**src/rtl/ad9634_spi_pkg.sv**
```systemverilog
// Shared definitions for the AD9634-style SPI register target: instruction
// layout, transfer-length encodings, FSM states and fixed addresses.
package ad9634_spi_pkg;

  localparam int INSTR_W  = 16;
  localparam int RW_POS   = 15;
  localparam int W_HI_POS = 14;
  localparam int W_LO_POS = 13;
  localparam int ADDR_W   = 13;
  localparam int DATA_W   = 8;

  // W1:W0 transfer length encodings
  localparam logic [1:0] W_ONE    = 2'b00;
  localparam logic [1:0] W_TWO    = 2'b01;
  localparam logic [1:0] W_THREE  = 2'b10;
  localparam logic [1:0] W_STREAM = 2'b11;

  typedef enum logic [1:0] {
    ST_IDLE  = 2'd0,
    ST_INSTR = 2'd1,
    ST_DATA  = 2'd2,
    ST_DONE  = 2'd3
  } state_e;

  localparam logic [ADDR_W-1:0] ADDR_CHIP_ID   = 13'h001;
  localparam logic [ADDR_W-1:0] ADDR_XFER      = 13'h0FF;
  localparam logic [ADDR_W-1:0] ADDR_SHADOW_LO = 13'h008;

  localparam logic [DATA_W-1:0] CHIP_ID_DEFAULT = 8'h87;

endpackage

```
**src/rtl/spi_edge_sync.sv**
```systemverilog
// Synchronizes the SPI pins into clk and produces single-cycle sclk/cs edge
// strobes. A CS fall is only reported once CS has been seen high after reset.
module spi_edge_sync #(
  parameter int SYNC_STAGES = 2
) (
  input  logic clk_i,
  input  logic rst_ni,
  input  logic sclk_i,
  input  logic mosi_i,
  input  logic cs_n_i,
  output logic sclk_rise_o,
  output logic sclk_fall_o,
  output logic cs_fall_o,
  output logic cs_rise_o,
  output logic mosi_o,
  output logic cs_n_o
);

  logic [SYNC_STAGES-1:0] sclk_sync_q;
  logic [SYNC_STAGES-1:0] mosi_sync_q;
  logic [SYNC_STAGES-1:0] cs_sync_q;
  logic [SYNC_STAGES-1:0] fill_q;
  logic                   sclk_prev_q;
  logic                   cs_prev_q;
  logic                   armed_q;
  logic                   sclk_s;
  logic                   cs_s;

  assign sclk_s = sclk_sync_q[SYNC_STAGES-1];
  assign cs_s   = cs_sync_q[SYNC_STAGES-1];

  always_ff @(posedge clk_i or negedge rst_ni) begin
    if (!rst_ni) begin
      sclk_sync_q <= '0;
      mosi_sync_q <= '0;
      cs_sync_q   <= '1;
      fill_q      <= '0;
      sclk_prev_q <= 1'b0;
      cs_prev_q   <= 1'b1;
      armed_q     <= 1'b0;
    end else begin
      sclk_sync_q <= {sclk_sync_q[SYNC_STAGES-2:0], sclk_i};
      mosi_sync_q <= {mosi_sync_q[SYNC_STAGES-2:0], mosi_i};
      cs_sync_q   <= {cs_sync_q[SYNC_STAGES-2:0], cs_n_i};
      fill_q      <= {fill_q[SYNC_STAGES-2:0], 1'b1};
      sclk_prev_q <= sclk_s;
      cs_prev_q   <= cs_s;
      // fill_q marks when cs_s holds a real pin sample rather than the reset value
      if (fill_q[SYNC_STAGES-1] && cs_s) armed_q <= 1'b1;
    end
  end

  assign sclk_rise_o = sclk_s & ~sclk_prev_q;
  assign sclk_fall_o = ~sclk_s & sclk_prev_q;
  assign cs_fall_o   = armed_q & cs_prev_q & ~cs_s;
  assign cs_rise_o   = cs_s & ~cs_prev_q;
  assign mosi_o      = mosi_sync_q[SYNC_STAGES-1];
  assign cs_n_o      = cs_s;

endmodule

```
**src/rtl/ad9634_spi_target.sv**
```systemverilog
// SPI mode-0 register target with 16-bit instruction phase and auto-decrementing
// address. Define AD9634_XFER_REG_EN to stage writes at 0x008+ in a shadow bank.
module ad9634_spi_target
  import ad9634_spi_pkg::*;
#(
  parameter int              SYNC_STAGES = 2,
  parameter int              NUM_REGS    = 32,
  parameter logic [7:0]      CHIP_ID     = CHIP_ID_DEFAULT
) (
  input  logic        clk,
  input  logic        rst_n,
  input  logic        spi_sclk,
  input  logic        spi_mosi,
  output logic        spi_miso,
  input  logic        spi_cs_n,
  output logic        reg_wr_stb,
  output logic [12:0] reg_wr_addr,
  output logic [7:0]  reg_wr_data,
  output logic        busy
);

  localparam int                IDX_W      = $clog2(NUM_REGS);
  localparam logic [ADDR_W-1:0] NUM_REGS_A = ADDR_W'(NUM_REGS);

  logic sclk_rise, sclk_fall, cs_fall, cs_rise, mosi_s, cs_n_s;

  spi_edge_sync #(.SYNC_STAGES(SYNC_STAGES)) u_sync (
    .clk_i       (clk),
    .rst_ni      (rst_n),
    .sclk_i      (spi_sclk),
    .mosi_i      (spi_mosi),
    .cs_n_i      (spi_cs_n),
    .sclk_rise_o (sclk_rise),
    .sclk_fall_o (sclk_fall),
    .cs_fall_o   (cs_fall),
    .cs_rise_o   (cs_rise),
    .mosi_o      (mosi_s),
    .cs_n_o      (cs_n_s)
  );

  state_e              state_q;
  logic [3:0]          bit_cnt_q;
  logic [14:0]         instr_q;
  logic [6:0]          rx_q;
  logic [7:0]          tx_q;
  logic                rd_q;
  logic [1:0]          wmode_q;
  logic [1:0]          bytes_left_q;
  logic [ADDR_W-1:0]   addr_q;
  logic                load_pend_q;
  logic                miso_q;
  logic                wr_stb_q;
  logic [ADDR_W-1:0]   wr_addr_q;
  logic [DATA_W-1:0]   wr_data_q;
  logic [DATA_W-1:0]   live_q [NUM_REGS];

  logic [INSTR_W-1:0]  instr_full;
  logic [DATA_W-1:0]   rx_full;
  logic [DATA_W-1:0]   rd_data;
  logic                wr_ok;

  assign instr_full = {instr_q, mosi_s};
  assign rx_full    = {rx_q, mosi_s};

  always_comb begin
    rd_data = '0;
    if (addr_q == ADDR_CHIP_ID)    rd_data = CHIP_ID;
    else if (addr_q < NUM_REGS_A)  rd_data = live_q[addr_q[IDX_W-1:0]];
  end

  always_comb begin
    wr_ok = (addr_q < NUM_REGS_A) && (addr_q != ADDR_CHIP_ID);
`ifdef AD9634_XFER_REG_EN
    if (addr_q == ADDR_XFER) wr_ok = 1'b1;
`endif
  end

  always_ff @(posedge clk or negedge rst_n) begin
    if (!rst_n) begin
      state_q      <= ST_IDLE;
      bit_cnt_q    <= '0;
      instr_q      <= '0;
      rx_q         <= '0;
      tx_q         <= '0;
      rd_q         <= 1'b0;
      wmode_q      <= W_ONE;
      bytes_left_q <= '0;
      addr_q       <= '0;
      load_pend_q  <= 1'b0;
      miso_q       <= 1'b0;
      wr_stb_q     <= 1'b0;
      wr_addr_q    <= '0;
      wr_data_q    <= '0;
    end else begin
      wr_stb_q <= 1'b0;
      // CS release wins over any sclk edge seen in the same cycle
      if (cs_rise) begin
        state_q <= ST_IDLE;
        miso_q  <= 1'b0;
      end else begin
        case (state_q)
          ST_IDLE: begin
            miso_q <= 1'b0;
            if (cs_fall) begin
              state_q     <= ST_INSTR;
              bit_cnt_q   <= '0;
              load_pend_q <= 1'b0;
            end
          end
          ST_INSTR: begin
            if (sclk_rise) begin
              instr_q   <= instr_full[14:0];
              bit_cnt_q <= bit_cnt_q + 4'd1;
              if (bit_cnt_q == 4'd15) begin
                state_q      <= ST_DATA;
                bit_cnt_q    <= '0;
                rd_q         <= instr_full[RW_POS];
                wmode_q      <= instr_full[W_HI_POS:W_LO_POS];
                bytes_left_q <= instr_full[W_HI_POS:W_LO_POS];
                addr_q       <= instr_full[ADDR_W-1:0];
                load_pend_q  <= instr_full[RW_POS];
              end
            end
          end
          ST_DATA: begin
            if (sclk_rise) begin
              rx_q      <= rx_full[6:0];
              bit_cnt_q <= bit_cnt_q + 4'd1;
              if (bit_cnt_q == 4'd7) begin
                bit_cnt_q <= '0;
                addr_q    <= addr_q - 13'd1;
                if (!rd_q && wr_ok) begin
                  wr_stb_q  <= 1'b1;
                  wr_addr_q <= addr_q;
                  wr_data_q <= rx_full;
                end
                if (wmode_q != W_STREAM && bytes_left_q == 2'd0) begin
                  state_q <= ST_DONE;
                end else begin
                  bytes_left_q <= bytes_left_q - 2'd1;
                  load_pend_q  <= rd_q;
                end
              end
            end else if (sclk_fall && rd_q) begin
              if (load_pend_q) begin
                miso_q      <= rd_data[7];
                tx_q        <= {rd_data[6:0], 1'b0};
                load_pend_q <= 1'b0;
              end else begin
                miso_q <= tx_q[7];
                tx_q   <= {tx_q[6:0], 1'b0};
              end
            end
          end
          ST_DONE: miso_q <= 1'b0;
          default: state_q <= ST_IDLE;
        endcase
      end
    end
  end

`ifdef AD9634_XFER_REG_EN
  logic [DATA_W-1:0] shadow_q [NUM_REGS];

  always_ff @(posedge clk or negedge rst_n) begin
    if (!rst_n) begin
      for (int i = 0; i < NUM_REGS; i++) begin
        live_q[i]   <= '0;
        shadow_q[i] <= '0;
      end
    end else if (wr_stb_q) begin
      // The transfer bit is acted on here and never stored, so it reads back 0
      if (wr_addr_q == ADDR_XFER) begin
        if (wr_data_q[0]) begin
          for (int i = int'(ADDR_SHADOW_LO); i < NUM_REGS; i++) live_q[i] <= shadow_q[i];
        end
      end else if (wr_addr_q >= ADDR_SHADOW_LO) begin
        shadow_q[wr_addr_q[IDX_W-1:0]] <= wr_data_q;
      end else begin
        live_q[wr_addr_q[IDX_W-1:0]] <= wr_data_q;
      end
    end
  end
`else
  always_ff @(posedge clk or negedge rst_n) begin
    if (!rst_n) begin
      for (int i = 0; i < NUM_REGS; i++) live_q[i] <= '0;
    end else if (wr_stb_q) begin
      live_q[wr_addr_q[IDX_W-1:0]] <= wr_data_q;
    end
  end
`endif

  assign spi_miso    = miso_q;
  assign reg_wr_stb  = wr_stb_q;
  assign reg_wr_addr = wr_addr_q;
  assign reg_wr_data = wr_data_q;
  assign busy        = ~cs_n_s;

endmodule

```
**config.mk**
```make
export PLATFORM = sky130hd
export DESIGN_NAME = ad9634_spi_target
export DESIGN_NICKNAME = d
export VERILOG_FILES = /design/src/rtl/ad9634_spi_pkg.sv /design/src/rtl/spi_edge_sync.sv /design/src/rtl/ad9634_spi_target.sv
export SDC_FILE = /design/constraint.sdc
export NUM_CORES = 1
export LEC_CHECK = 0
export ABC_CLOCK_PERIOD_IN_PS = 5100
export BUFFER_PORTS_ARGS = -buffer_cell sky130_fd_sc_hd__buf_4
export CAP_MARGIN = 20
export CORE_MARGIN = 1.5
export CORE_UTILIZATION = 35
export DETAILED_ROUTE_END_ITERATION = 12
export GPL_TIMING_DRIVEN = 0
export PLACE_DENSITY = 0.53
export SLEW_MARGIN = 30
export SYNTH_ARGS = -nofsm -noshare
export SYNTH_HDL_FRONTEND = slang
export SYNTH_HIERARCHICAL = 1
export SYNTH_SLANG_ARGS = --single-unit
```
**constraint.sdc**
```tcl
create_clock -name clk -period 5.1 [get_ports clk]
set_input_delay 0.51 -clock clk [delete_from_list [all_inputs] [get_ports clk]]
set_output_delay 0.51 -clock clk [all_outputs]
set_load 0.005 [all_outputs]
```
### Yosys cells after proc, flatten, opt, wreduce, memory -nomap -nowiden

Cells that the tools add are included.

| storage, ports and cells | value |
|---|---|
| input bits | 5 |
| latch bits | 0 |
| bits in registers | 345 |
| RAM bits | 0 |
| logic and storage cells | 175 |
| output and inout port bits | 24 |
| memories | 0 |
| bits in read-only memories | 0 |

| operators by class | value |
|---|---|
| equal/unequal tests | 25 |
| multiply operators | 0 |
| add/subtract/negate cells | 3 |
| mux-type cells | 52 |
| order comparisons | 4 |
| divide/modulo/power cells | 0 |
| bitwise logic cells | 13 |
| shifts and indexed selects | 0 |
| reductions and logical operators | 25 |

Operator list:

| operator | count |
|---|---|
| 256-bit bitwise mux | 1 |
| 13-bit two-way mux | 4 |
| 8-bit two-way mux | 6 |
| 8-bit binary-select mux with 5-bit select | 1 |
| 8-bit demux with 5-bit select | 1 |
| 3-bit inequality test (second input constant) | 11 |
| 13-bit one-hot mux with 2 select lines | 1 |
| 2-bit two-way mux | 12 |
| 4-bit two-way mux | 5 |
| 1-bit two-way mux | 16 |
| 2-bit inequality test (second input constant) | 7 |
| 7-bit AND reduction | 2 |
| 13-bit by 1-bit == test with 1-bit output (second input constant) | 1 |
| 13-bit by 6-bit < comparator with 1-bit output (second input constant) | 1 |
| 13-bit by 1-bit inequality test with 1-bit output (second input constant) | 1 |
| 13-bit by 1-bit subtractor with 13-bit output (second input constant) | 1 |
| 6-bit >= comparator (second input constant) | 2 |
| 5-bit NOT with 6-bit output | 2 |
| 4-bit one-hot mux with 3 select lines | 1 |
| 5-bit AND reduction | 2 |
| 3-bit AND reduction | 3 |
| 4-bit AND reduction | 2 |
| 8-bit AND reduction | 1 |
| 1-bit logical AND | 6 |
| other kinds (20) | 32 |

### Depth between registers and ports, before layout

| logic depth | value |
|---|---|
| depth after elaboration | 11 |
| gate-level depth with buffers | 10 |
| mapped depth without buffers | 7 |

### By module

The synthesis kept the hierarchy.

Modules (own cells, without submodules):

| module | times used | seq. area each (µm²) | cells an instance | area each (µm²) |
|---|---|---|---|---|
| ad9634_spi_target | 1 | 8333.0 | 1093 | 15376.0 |
| spi_edge_sync | 1 | 279.0 | 17 | 321.6 |

### Least setup slack after synthesis

No wires, ideal clock.

| timing path | value |
|---|---|
| kind | register to register |
| start | reg addr_q[1] |
| end | reg wr_addr_q[2], in the netlist reg_wr_addr[2] |
| setup slack | 2.603 ns |
| setup time | 0.128 ns |
| data required time | 4.972 ns |
| data arrival time | 2.369 ns |
| period minus slack after synthesis | 2.497 ns |
| path buffers | 4 |
| stages on the path, launching flop included | 10 |
| cell sequence | dfrtp_1 > buf_2 > buf_2 > buf_2 > inv_1 > ha_1 > nor4b_1 > nor4b_2 > buf_4 > mux2_1 |

| on the way | value |
|---|---|
| word-level cells in the longest chain between the ends | 4 |
| elaborated cells on any way between the ends | 5 |
| those cells by class | order compare: 1; eq/ne: 1; reduce/logical: 3 |

RTL lines:

| element | line | source |
|---|---|---|
| from (decl) | ad9634_spi_target.sv:49 | `logic [ADDR_W-1:0] addr_q;` |
| from (signal assigned) | ad9634_spi_target.sv:120 | `addr_q <= instr_full[ADDR_W-1:0];` |
| from (signal assigned) | ad9634_spi_target.sv:131 | `addr_q <= addr_q - 13'd1;` |
| 13-bit by 6-bit < comparator with 1-bit output or 13-bit by 1-bit inequality test with 1-bit output (tied branches) | ad9634_spi_target.sv:72 | `wr_ok = (addr_q < NUM_REGS_A) && (addr_q != ADDR_CHIP_ID);` |
| 1-bit logical AND * | ad9634_spi_target.sv:72 |  |
| 1-bit logical AND * | ad9634_spi_target.sv:132 | `if (!rd_q && wr_ok) begin` |
| 5-bit AND reduction (no line) * | - |  |
| to (signal assigned) | ad9634_spi_target.sv:134 | `wr_addr_q <= addr_q;` |
| to (decl) | ad9634_spi_target.sv:53 | `logic [ADDR_W-1:0] wr_addr_q;` |

Mark *: on every way between the ends. The rest lies on a longest branch, timed or not.
A chain may end at the register's enable or synchronous reset.

### Worst setup path in the final report

| timing path | value |
|---|---|
| start | reg addr_q[1] |
| end | reg wr_data_q[2], in the netlist reg_wr_data[2] |

| on the way | value |
|---|---|
| word-level cells in the longest chain between the ends | 4 |
| elaborated cells on any way between the ends | 5 |
| those cells by class | order compare: 1; eq/ne: 1; reduce/logical: 3 |

RTL lines:

| element | line | source |
|---|---|---|
| 13-bit by 6-bit < comparator with 1-bit output or 13-bit by 1-bit inequality test with 1-bit output (tied branches) | ad9634_spi_target.sv:72 |  |
| 1-bit logical AND * | ad9634_spi_target.sv:72 |  |
| 1-bit logical AND * | ad9634_spi_target.sv:132 |  |
| 5-bit AND reduction (no line) * | - |  |
| to (signal assigned) | ad9634_spi_target.sv:135 | `wr_data_q <= rx_full;` |
| to (decl) | ad9634_spi_target.sv:54 | `logic [DATA_W-1:0] wr_data_q;` |

Marked as above.

==> results.txt <==
The number of setup buffers added after CTS is 0. The synthesized design devotes to its leading area cell type 54.4% of total area. The logic gate share of total power was 20.6%. Walking the worst path, the cells encountered are buf_2, buf_2, buf_2, inv_1, ha_1, nor4b_2, nor4b_2, buf_4, mux2_1. Counting every instance in the synthesized netlist gives 1110. Die height: 215 um. For the pin with the worst max-slew slack, the measured transition is 0.998 ns. The synthesized design spends more area on one cell type than any other, namely sky130_fd_sc_hd__dfrtp_1. The first routing iteration left 658 violations. In this run the power density over the cells is 396 nW/um2. The tools report the post-synth design cell area as 15700 um2. The number of synthesized register bits is 344.

The detail route stage leaves a number of antenna-violating nets equal to 0. Detailed placement finished with a half-perimeter wire length of 29900 um. For the final wirelength, the log shows 42900 um. The tools report the via count of the first global-routing pass as 10200. Headroom to the max-slew limit came out at 33.3%.

The library cells used most frequently in the layout, excluding fill and tap cells, are 341 x sky130_fd_sc_hd__dfrtp_1, 283 x sky130_fd_sc_hd__mux2_2, 59 x sky130_fd_sc_hd__mux4_2. At the worst endpoint, the arrival time is 4.33 ns. Yosys attributes the largest share of cell area to sky130_fd_sc_hd__dfrtp_1 54%, sky130_fd_sc_hd__mux2_2 20%, sky130_fd_sc_hd__mux4_2 8.5%, sky130_fd_sc_hd__nand2_1 1.3%, sky130_fd_sc_hd__mux2i_1 1.1%.

The area growth from synthesis to layout is 15.0%. The logs give 256 MHz for the highest attainable clock frequency and 5 for the detailed-router iteration count before antenna repair. Input and output buffers added on the ports amount to 28.

The design internal power is 4.96 mW, and the sum of overflow across all layers after global routing is 0. The number of enable flip-flop cells after synthesis is 0. In the routed layout, each cell is associated on average with a via count of 5.38. Sequential share of power: 41.0%. The via count of the routed design is 9699, and the final-stage net count is 1198.

The number of nets handed over by synthesis was 1123. The worst setup path category is flip-flop to flip-flop. The delay of the slowest cell on the worst path is 0.84 ns.

The run finished with clean final reports. The average wire length per cell after detail routing was 23.8 um; the final design area excluding fillers was 18100 um2. The type of origin of the critical path is a flip-flop. Kind of path behind the tightest hold check: primary input to flip-flop. The instance count after placement with tap cells included was 1735. CTS saw 344 sinks. The post-cts gate resize count was 0; the number of I/O pins was 29. The overall die area was 46100 um2; the switching share of power was 30.7%. The yosys synthesis warning count is 6, and the net switching component of the power is 2.20 mW. Setup violations remaining at the end of the flow were counted as 0. Of the cells placed in the final design, the portion with a size suffix greater than 1 is 40.0%.

The predominant post-synthesis flop cell was sky130_fd_sc_hd__dfrtp_1. Setup repair after global routing left no endpoint under its margin. Sequential elements use 54.9% of the synthesized area. On the final layout, the worst clock skew is 0.0196 ns.

The largest fanout on the critical path was 10; the share of the core filled with cells in the final layout was 40.8%. The wire length of the first global-routing pass is 66100 um. The routed design could run at a clock period as short as 3.91 ns. Yosys mapped the design onto 71 distinct sky130hd cell types.

The startpoint of the worst setup timing path is addr_q[1]$_DFFE_PN0P_. The tree is rooted in a sky130_fd_sc_hd__clkbuf_16. The mean post-synth cell area is 14.1 um2.

Global routing consumed, over all layers together, 19.1% of the routing resources. The number of levels the H-tree was split into is 2. For this design, the slowest cell found on the critical path is sky130_fd_sc_hd__nor4b_2.

The final total power is 7.16 mW, and the maximum number of pins on one net before global-route repair is 83. In this run, CTS created clock tree buffers numbering 39. Async set-or-reset flop fraction in the synthesized netlist: 100%. The worst register-to-register path begins at addr_q[1]$_DFFE_PN0P_.

The logs give 35.5% for the initial core utilization and 0 for the number of pins exceeding their max-slew limit in the final report. The run gives 38.4% as the clock network fraction of design power. Leaving out fill and tap cells, the most frequent cell in the layout is sky130_fd_sc_hd__dfrtp_1.

The final critical path takes up 76.7% of the cycle. The clock passes through at most 3 buffers. After routing, the total negative slack on setup checks comes to 0 ns. The tools report the standard cell core area as 44200 um2. In this run the most critical hold path is launched from spi_mosi.

The latest clock arrival within the worst-skew pair is 0.54 ns, and the clock edge transition at the registers on the reported setup and hold paths is 0.06 ns. The tools report the max-capacitance violation count as 0. STA classifies the critical path endpoint as a flip-flop. By instance count, the cell type seen most on the critical path is sky130_fd_sc_hd__buf_2.

The die extent in x works out to 215 um. After detailed placement, the total cell area comes to 16800 um2. For the count of endpoints failing hold in the final timing report, the log shows 0. The leakage component of the power is 8.38 nW.

At the worst endpoint, the required time is 5.52 ns. The row count came out at 77. TritonCTS built the clock tree. In the routed design, unresolved DRC markers number 0.

IR analysis of the VDD net gives a maximum drop of 0.259 mV. Routability-driven placement finished with a final weighted congestion of 0.814. The repair_antennas step left the layout with diodes totalling 0. The post-layout instance count excluding filler cells was 1803. The run gives 0 as the number of antenna violations at the first check in global routing.

The run gives 1 as the hold buffer count at cts.
worst max-delay path, delay by kind of cell, from the launching register on:
family / cells / cell delay (ns)
fa+ha+maj: 1 / 0.31
buf+inv: 5 / 1.75
flops: 1 / 0.32
mux: 1 / 0.35
simple gates: 2 / 1.04
area by class of cell:
cell class                 count  area [um2]
buffer                        69         320
clock buffer                  54        1080
inverter                      13        48.8
multi-input combinational    684        6730
fill                        4103       26200
timing repair buffer          34         365
clock inverter                13         155
tap                          592         741
sequential                   344        8610
routing by layer:
layer	up-vias	global-route usage (%)	wire length [um]	part of all wire, %
met1	5162	26.8	19400	45
met3	65	3.52	2320	5.4
met2	212	30.4	20200	47
met5	-	0.104	0	0
met4	0	5.12	989	2.3
li1	4260	-	-	-
power by group through the flow:
stage	Sequential [mW]	Combinational [mW]	Clock, mW
2_1_floorplan	2.94	0.927	0
3_3_place_gp	2.97	1.46	0
3_5_place_dp	2.97	1.47	0
4_1_cts	2.93	1.48	2.83
5_1_grt	2.94	1.58	2.95
6_report	2.93	1.47	2.75
worst paths after layout:
| path | end | depth (start not counted) | slack (ns) |
|---|---|---|---|
| setup / recovery | reg_wr_data[2]$_DFFE_PN0P_ | 9 | 1.19 |
| hold / removal | u_sync/mosi_sync_q[0]$_DFF_PN0_ | 1 | 0.08 |
| setup reg to reg | reg_wr_data[2]$_DFFE_PN0P_ | 9 | 1.19 |
| hold reg to reg | u_sync/sclk_sync_q[1]$_DFF_PN0_ | 0 | 0.35 |
| max in group asynchronous | reg_wr_addr[9]$_DFFE_PN0P_ | 5 | 3.40 |
| min in group asynchronous | addr_q[11]$_DFFE_PN0P_ | 2 | 0.42 |
flip-flops by register name, summed over array words and instances, names as in the netlist, 4 cells and up:
| signal | count |
|---|---|
| reg_wr_data | 8 |
| bit_cnt_q | 4 |
| addr_q | 13 |
| live_q | 256 |
| reg_wr_addr | 13 |
| tx_q | 7 |
| rx_q | 7 |
| instr_q | 15 |
metrics by stage:
| step | hold slack [ns] | setup slack [ns] |
|---|---|---|
| 3_3_place_gp | 0.337 | 0.0738 |
| 3_5_place_dp | 0.342 | 1.22 |
| 5_1_grt | 0.0660 | 1.11 |
| 6_report | 0.0832 | 1.19 |
| 2_1_floorplan | 0.214 | 2.60 |
| 4_1_cts | 0.0671 | 1.23 |
cell usage after synthesis (7+ instances only):
master and number:
sky130_fd_sc_hd__nand3_1 18, sky130_fd_sc_hd__clkbuf_1 45, sky130_fd_sc_hd__inv_1 11, sky130_fd_sc_hd__mux2i_1 18, sky130_fd_sc_hd__buf_4 7, sky130_fd_sc_hd__nor2_2 8
sky130_fd_sc_hd__nor3_1 11, sky130_fd_sc_hd__o22ai_1 10, sky130_fd_sc_hd__nand2b_1 7, sky130_fd_sc_hd__nand3b_1 7, sky130_fd_sc_hd__mux2_1 10, sky130_fd_sc_hd__nor3b_1 8
sky130_fd_sc_hd__mux4_2 59, sky130_fd_sc_hd__nor2b_1 18, sky130_fd_sc_hd__o21ai_0 25, sky130_fd_sc_hd__ha_1 8, sky130_fd_sc_hd__a21oi_1 29, sky130_fd_sc_hd__nand2_1 55
sky130_fd_sc_hd__buf_2 9, sky130_fd_sc_hd__mux2_2 283, sky130_fd_sc_hd__dfrtp_1 341, sky130_fd_sc_hd__nor2_1 22
cell families (layout without fill, tap and decap cells):
group,Yosys count,in the layout,share of synthesized area (%)
AND/OR/NAND/NOR,189,189,6.54
other,1,1,0.0239
flip-flops,344,344,54.9
buffers and inverters,82,183,2.34
AO/OA/AOI/OAI,116,116,4.97
adder cells (fa/ha/maj),8,8,0.638
multiplexers,370,370,30.6
Power figures use the tool's default switching activity.
